## src/rtl/sa_seq_ctrl.sv

```systemverilog
// rtl/sa_seq_ctrl.sv - weight-stationary systolic array sequencer (load, skewed stream, result valids)
// Optional weight reuse (IDLE -> COMP when weights are still resident) enabled by SC_WEIGHT_REUSE_EN.
module sa_seq_ctrl #(
  parameter int ROWS  = 4,
  parameter int COLS  = 4,
  parameter int VEC_W = 8
) (
  input  logic                    SC_clk,
  input  logic                    SC_rst_n,
  input  logic                    SC_start,
  input  logic [VEC_W-1:0]        SC_num_vec,
  input  logic                    SC_abort,
`ifdef SC_WEIGHT_REUSE_EN
  input  logic                    SC_reuse,
`endif
  output logic                    SC_busy,
  output logic                    SC_done,
  output logic                    SC_wt_rd_en,
  output logic [$clog2(ROWS)-1:0] SC_wt_rd_row,
  output logic                    SC_arr_mode,
  output logic                    SC_arr_en_top,
  output logic [ROWS-1:0]         SC_act_en,
  output logic [ROWS*VEC_W-1:0]   SC_act_idx,
  output logic [COLS-1:0]         SC_res_valid
);

  localparam int RW = $clog2(ROWS);
  localparam int CW = VEC_W + $clog2(ROWS + COLS) + 1;
  localparam logic [CW-1:0] LOAD_LAST = CW'(ROWS - 1);
  localparam logic [CW-1:0] SKEW      = CW'(ROWS + COLS - 2);

  typedef enum logic [1:0] {IDLE, LOAD, COMP, DONE} state_t;

  state_t            state, state_n;
  logic [CW-1:0]     cnt, cnt_n;
  logic [VEC_W-1:0]  num_vec_q, num_vec_n;
  logic [CW-1:0]     comp_last;
  logic signed [CW:0] nv_s;
  logic              reuse_ok;

  assign comp_last = CW'(num_vec_q) + SKEW;
  assign nv_s      = $signed({1'b0, CW'(num_vec_q)});

`ifdef SC_WEIGHT_REUSE_EN
  logic wt_valid;

  // Weights stay resident after a complete LOAD; a LOAD cut short leaves them partial.
  always_ff @(posedge SC_clk) begin
    if (!SC_rst_n) begin
      wt_valid <= 1'b0;
    end else if (state == LOAD) begin
      if (SC_abort)
        wt_valid <= 1'b0;
      else if (cnt == LOAD_LAST)
        wt_valid <= 1'b1;
    end
  end

  assign reuse_ok = SC_reuse & wt_valid;
`else
  assign reuse_ok = 1'b0;
`endif

  always_ff @(posedge SC_clk) begin
    if (!SC_rst_n) begin
      state     <= IDLE;
      cnt       <= '0;
      num_vec_q <= '0;
    end else begin
      state     <= state_n;
      cnt       <= cnt_n;
      num_vec_q <= num_vec_n;
    end
  end

  always_comb begin
    state_n   = state;
    cnt_n     = cnt + CW'(1);
    num_vec_n = num_vec_q;
    case (state)
      IDLE: begin
        cnt_n = '0;
        if (SC_start) begin
          num_vec_n = SC_num_vec;
          if (!reuse_ok)
            state_n = LOAD;
          else if (SC_num_vec == '0)
            state_n = DONE;
          else
            state_n = COMP;
        end
      end
      LOAD: begin
        if (cnt == LOAD_LAST) begin
          cnt_n   = '0;
          state_n = (num_vec_q == '0) ? DONE : COMP;
        end
      end
      COMP: begin
        if (cnt == comp_last) begin
          cnt_n   = '0;
          state_n = DONE;
        end
      end
      default: begin
        cnt_n   = '0;
        state_n = IDLE;
      end
    endcase
    // Abort outranks every transition but never cancels a start seen in IDLE.
    if (SC_abort && state != IDLE) begin
      state_n = IDLE;
      cnt_n   = '0;
    end
  end

  always_comb begin
    logic signed [CW:0] d;
    d             = '0;
    SC_busy       = (state != IDLE);
    SC_done       = (state == DONE);
    SC_wt_rd_en   = 1'b0;
    SC_wt_rd_row  = '0;
    SC_arr_mode   = 1'b0;
    SC_arr_en_top = 1'b0;
    SC_act_en     = '0;
    SC_act_idx    = '0;
    SC_res_valid  = '0;
    if (state == LOAD) begin
      SC_wt_rd_en   = 1'b1;
      SC_wt_rd_row  = RW'(ROWS - 1) - cnt[RW-1:0];
      SC_arr_mode   = 1'b1;
      SC_arr_en_top = 1'b1;
    end
    if (state == COMP) begin
      // Row r sees vector cnt-r; signed difference keeps early cycles from wrapping.
      for (int r = 0; r < ROWS; r++) begin
        d = $signed({1'b0, cnt}) - $signed((CW+1)'(r));
        if (d >= 0 && d < nv_s) begin
          SC_act_en[r]                  = 1'b1;
          SC_act_idx[r*VEC_W +: VEC_W]  = d[VEC_W-1:0];
        end
      end
      for (int c = 0; c < COLS; c++) begin
        d = $signed({1'b0, cnt}) - $signed((CW+1)'(ROWS + c));
        if (d >= 0 && d < nv_s)
          SC_res_valid[c] = 1'b1;
      end
    end
  end

endmodule

```

## config.mk

```make
export PLATFORM = sky130hd
export DESIGN_NAME = sa_seq_ctrl
export DESIGN_NICKNAME = d
export VERILOG_FILES = /design/src/rtl/sa_seq_ctrl.sv
export SDC_FILE = /design/constraint.sdc
export NUM_CORES = 1
export LEC_CHECK = 0
export CAP_MARGIN = 15
export CORE_MARGIN = 2
export CORE_UTILIZATION = 40
export CTS_BUF_LIST = sky130_fd_sc_hd__clkbuf_8
export CTS_CLUSTER_SIZE = 24
export DETAILED_ROUTE_END_ITERATION = 8
export REMOVE_ABC_BUFFERS = 1
export SYNTH_ARGS = -nofsm -noshare
export SYNTH_HDL_FRONTEND = slang
export SYNTH_SLANG_ARGS = --single-unit
```

## constraint.sdc

```tcl
create_clock -name SC_clk -period 6.4 [get_ports SC_clk]
set_clock_uncertainty 0.2 [all_clocks]
set_input_delay 1.6 -clock SC_clk [delete_from_list [all_inputs] [get_ports SC_clk]]
set_output_delay 1.6 -clock SC_clk [all_outputs]
set_load 0.03 [all_outputs]
```

==> impl_metrics.ini, run 1 <==
[die]
pin_count = 59
num_rows = 35
core_um2 = 9280
die-area_um2 = 10400
dieWidth_um = 102
start_util_pct = 41.3
die_y_um = 102

[clocking]
insertion_delay_ns = 0.27
cts_resized = 0
h-tree-depth = 1
clk_path_buf_depth = 2
cts_made_buffers = 3
post-cts-setup-buffers = 0
cts_tree = yes
clockRootBuffer = clkbuf_8
cts.sinks = 22
clk_pin_slew_ns = 0.09
cts_hold_buf = 0

[place]
dp_hpwl_um = 8890
gp_congestion = 0.887
dp.cells = 662
io_buffers = 58

[run]
cap_violations = 0

[logic_synthesis]
ys_types = 61
synth_edf_count = 0
postSynthCellCount = 493
ys.flop_type = dfxtp_1
ys_seq_area_share_pct = 11.5
async_flop_share_pct = 0
ys_ff_latch = 22
synth_area_leaders = ha_1, dfxtp_1, xnor2_1
synth_top_area_share_pct = 23.1
yosys_warnings = 0
syn_area_um2 = 3840
syn_area_per_cell_um2 = 7.79
synth_top_cell_by_area = ha_1

[final_layout]
n_antenna_cell = 0
drive_gt1_share_pct = 8.02
postLayoutCoreUtil_pct = 48.9
areaGrowthSynthToFinish_pct = 18.2
nNetsFinal = 621
fin_cells = 665

[critical_path]
reg2reg_slack_ns = 3.25
arrival_ns = 4.11
crit_path_end_kind = output pin
cp-start-kind = register
crit_family = simple AND/OR/NAND/NOR gates
regToRegStartpoint = num_vec_q[2]$_SDFFE_PN0P_
crit_top_cell = ha_1
reg2reg_to = cnt[10]$_SDFF_PP0_
max_stage_delay_ns = 0.77
crit_path_top_delay_cell = or4_1
cp_max_fo = 9
required_ns = 4.60
cp.buffers_inverters = 2
critPathKind = register to output pin
r2r_cells = 8
crit_path_cell_trace = inv_1, ha_1, or3b_2, xnor2_1, ha_1, a211oi_1, a21oi_1, or4_1, nor2_2, clkdlybuf4s50_1

[sta]
tightest_slew_ns = 0.887
rsz0062_at_grt = no
finalCriticalPeriod_ns = 5.91
hold_viol = 0
hold_ws_ns = 0.311
setup_viol = 0
drv_slew = 0
fin_tns_setup_ns = 0
max_freq_mhz = 169
period_share_pct = 92.3
max-slew-margin-rel_pct = 40.8

[min_path]
min_from = num_vec_q[7]$_SDFFE_PN0P_
hp-class = register to register
min_to = num_vec_q[7]$_SDFFE_PN0P_
min_path_cells = 2

[power_and_ir_drop]
power_density_nw_per_um2 = 158
p_leak_nw = 1.92
vdd_drop_max_mv = 0.306

[detailed_routing]
vias = 3605
dr.first_iter.drc_count = 185
dr.pass1.iters = 5
drt_wl_total_um = 11600
wl_per_cell_um = 17.4
detail_route.vias_per_cell = 5.42
drc = 0
antenna_left = 0

[grt]
first_global_vias = 3431
grt_usage_pct = 22.2
antenna_found_initial = 0
grt_pass1_wl_um = 18100
grt_max_degree = 20
gr-total-overflow = 0

[outcome]
status = completed
[Yosys cell counts, types with 2 or more instances]
master     number
dfxtp_1        22
nand4_1         8
o211ai_1        3
inv_2           2
a2111oi_0       3
a311oi_1        2
a211oi_1        3
a31oi_1         2
nand2b_1        4
nand2_1        50
nor3_1          6
ha_1           71
inv_1          24
xor2_1         23
nand3_1        15
and2_1         11
nand4b_1        4
nor2_1         38
or4_1           3
nor2b_2        10
buf_2           4
nor4_2          2
a21boi_0       12
buf_6           5
or3_1           2
o21ai_0        18
nor2b_1        13
a21oi_1        17
nor4_1          3
buf_1           4
xnor2_1        44
nor2_2          3
o21a_1         19
clkbuf_1       12
buf_4           5
[where the power goes]
part / internal, mW / switching, mW
combinational: 0.183 / 0.269
clock: 0.0422 / 0.0484
sequential: 0.152 / 0.0210
total: 0.377 / 0.339
[kinds of logic after synthesis]
family	after synthesis	synth area share [%]
buf+inv	56	7.07
flops	22	11.5
xor+xnor	67	15.3
mux	1	0.261
compound gates	91	16.2
simple gates	185	26.6
fa+ha+maj	71	23.1
[layer usage]
metal  wire length, um  share of wire, %  global-route usage [%]  up-vias
met5                 0                 0                       0        -
met4               130               1.1                    3.69        0
met3               598               5.2                    1.98       18
met2              5510                48                    38.9      120
met1              5340                46                    30.1     1690
li1                  -                 -                       -     1777
[stage by stage]
step,power [mW],worst slack [ns],instance area [um2]
global route,0.773,0.293,4540
detailed placement,0.626,0.796,4500
finish,0.716,0.494,4540
floorplan,0.478,0.944,3660
global placement,0.620,0.845,4500
CTS,0.720,0.503,4540
[state kept, by name, summed over array words and instances, names as in the netlist]
| signal | count |
|---|---|
| state | 2 |
| num_vec_q | 8 |
| cnt | 12 |
[worst reg2reg max path: stages, from the launching register on]
cell and delay, ns:
dfxtp_1 0.45, inv_1 0.24, ha_1 0.36, or3_1 0.34, a221oi_1 0.27, a41oi_1 0.11, o41ai_2 0.49, a21o_1 0.47
nor2_1 0.10
[worst max-delay path by stage]
stage	startpoint	to	cells after the start
after floorplan	cnt[3]$_SDFF_PP0_	SC_res_valid[3]	9
final	cnt[2]$_SDFF_PP0_	SC_act_idx[16]	10
after detailed placement	cnt[2]$_SDFF_PP0_	SC_act_idx[20]	10
after global routing	cnt[2]$_SDFF_PP0_	SC_act_idx[22]	10
after global placement	cnt[2]$_SDFF_PP0_	SC_act_idx[16]	10
after CTS	cnt[2]$_SDFF_PP0_	SC_act_idx[22]	10
[cell type report]
cell class                      count  area [um2]
Timing Repair Buffer               70         671
Inverter                           26        97.6
Multi-Input combinational cell    415        3130
Clock buffer                        3        41.3
Fill cell                         951        4750
Sequential cell                    22         440
Tap cell                          129         161
[layout by cell type, fill, tap and decap left out, types with 12 or more instances in the layout]
| cell type | netlist | layout |
|---|---|---|
| ha_1 | 71 | 71 |
| clkdlybuf4s50_1 | 0 | 58 |
| nand2_1 | 50 | 50 |
| xnor2_1 | 44 | 44 |
| nor2_1 | 38 | 38 |
| inv_1 | 24 | 24 |
| xor2_1 | 23 | 23 |
| dfxtp_1 | 22 | 22 |
| o21a_1 | 19 | 19 |
| o21ai_0 | 18 | 18 |
| a21oi_1 | 17 | 17 |
| nand3_1 | 15 | 15 |
| nor2b_1 | 13 | 13 |
| a21boi_0 | 12 | 12 |
| buf_4 | 5 | 12 |
(Power assumes the default switching activity.)
==> run 2, diff against run 1 <==
CELL_PAD_IN_SITES_DETAIL_PLACEMENT = 0   (was not set)
CELL_PAD_IN_SITES_GLOBAL_PLACEMENT = 1   (was not set)
PLACE_DENSITY_LB_ADDON = 0.1   (was not set)
==> run 2 against run 1 <==
Power grew 3.4%. Via count fell by 0.94%. Setup slack lost 0.11 ns. Core utilization rose by 0.067 points. Die area did not move. Critical path type unchanged.
==> impl_metrics.ini, run 2 (synthesis results as in run 1) <==
[critical_path]
crit_path_cell_trace = inv_1, ha_1, a21boi_0, nand2_1, xnor2_1, ha_1, nand3b_1, a2111oi_0, o211ai_1, nor2_1, clkdlybuf4s50_1
max_stage_delay_ns = 0.70
cp_max_fo = 9
crit_path_top_delay_cell = clkdlybuf4s50_1
cp-start-kind = register
crit_family = compound AO/OA/AOI/OAI gates
critPathKind = register to output pin
arrival_ns = 4.21
reg2reg_slack_ns = 3.28
crit_top_cell = ha_1
cp.buffers_inverters = 2
required_ns = 4.60
crit_path_end_kind = output pin

[clocking]
clk_path_buf_depth = 2
cts.sinks = 22
cts_resized = 0
clk_pin_slew_ns = 0.09
cts_made_buffers = 3
post-cts-setup-buffers = 0
insertion_delay_ns = 0.27
cts_tree = yes
clockRootBuffer = clkbuf_8
h-tree-depth = 1
cts_hold_buf = 0

[sta]
finalCriticalPeriod_ns = 6.01
max-slew-margin-rel_pct = 43.7
drv_slew = 0
period_share_pct = 94.0
rsz0062_at_grt = no
layout_setup_ws_ns = 0.386
fin_tns_setup_ns = 0
hold_ws_ns = 0.312
hold_viol = 0
tightest_slew_ns = 0.844
setup_viol = 0
max_freq_mhz = 166

[detailed_routing]
antenna_left = 0
detail_route.vias_per_cell = 5.37
dr.first_iter.drc_count = 158
drc = 0
wl_per_cell_um = 18.0
dr.pass1.iters = 5
drt_wl_total_um = 12000
vias = 3571

[place]
dp_hpwl_um = 9290
place_ws_ns = 0.713
io_buffers = 58
gp_congestion = 0.892

[grt]
grt_max_degree = 20
grt_pass1_wl_um = 19200
gr-total-overflow = 0
first_global_vias = 3546
grt_usage_pct = 23.7
antenna_found_initial = 0

[die]
die_y_um = 102
core_um2 = 9280
start_util_pct = 41.3
num_rows = 35
pin_count = 59
die-area_um2 = 10400
dieWidth_um = 102

[final_layout]
num-fill-cells = 943
largest_reg_flops = 12
n_antenna_cell = 0
multi_input_area_um2 = 3130
postLayoutCoreUtil_pct = 48.9
top_regs = cnt: 12 flops, num_vec_q: 8 flops, state: 2 flops
nNetsFinal = 620
areaGrowthSynthToFinish_pct = 18.4
layout_commonest_cell = ha_1
top_register = cnt
seqCellArea_um2 = 440
drive_gt1_share_pct = 8.02
final_cell_mix = ha_1, clkdlybuf4s50_1, nand2_1, xnor2_1, nor2_1

[power_and_ir_drop]
power_density_nw_per_um2 = 163
p_leak_nw = 1.92
vdd_drop_max_mv = 0.230

[min_path]
hp-class = register to register

[run]
cap_violations = 0

[outcome]
status = completed
[run 2: path summary, 6_finish.rpt]
path,from,endpoint,depth (start not counted)
worst max-delay path,cnt[1]$_SDFF_PP0_,SC_act_idx[8],11
worst min-delay path,state[1]$_SDFFE_PP0P_,state[1]$_SDFFE_PP0P_,2
worst max register to register,num_vec_q[2]$_SDFFE_PN0P_,cnt[4]$_SDFF_PP0_,8
worst min register to register,state[1]$_SDFFE_PP0P_,state[1]$_SDFFE_PP0P_,2
[run 2: routing by layer]
layer,wire [um],up-vias,GRT usage (%)
li1,-,1778,-
met1,5480,1658,32.1
met2,5710,114,41.1
met3,572,21,1.71
met4,235,0,5.85
met5,0,-,0
[run 2: through the flow]
step / cells / cell area (um2) / total power [mW]
detailed placement: 661 / 4490 / 0.636
finish: 665 / 4540 / 0.740
CTS: 665 / 4540 / 0.746
global route: 665 / 4540 / 0.800
floorplan: 463 / 3660 / 0.478
global placement: 661 / 4490 / 0.630
[run 2: layout make-up]
cell class	instances	share of cell area, %
clock buffers	4	1.21
inverters	26	2.15
multi-input cells	415	68.8
flip-flops and latches	22	9.69
well taps	129	3.55
repair buffers	69	14.6
[run 2: worst reg2reg max path: stages, from the launching register on]
cell	delay, ns
dfxtp_1	0.44
inv_1	0.24
ha_1	0.36
or3_1	0.34
a221oi_1	0.27
a41oi_1	0.10
o41ai_2	0.47
a21o_1	0.47
nor2_1	0.10
[run 2: report_power, final]
part / switching [mW] / leakage (nW) / internal, mW
sequential: 0.0215 / 0.179 / 0.152
combinational: 0.276 / 1.71 / 0.183
clock: 0.0521 / 0.0288 / 0.0550
total: 0.350 / 1.92 / 0.391
==> run 3, diff against run 2 <==
CTS_CLUSTER_SIZE = 30   (was 24)
==> results of run 3 <==
Same layout as run 2: the final DEF is identical, and so are final timing and power.
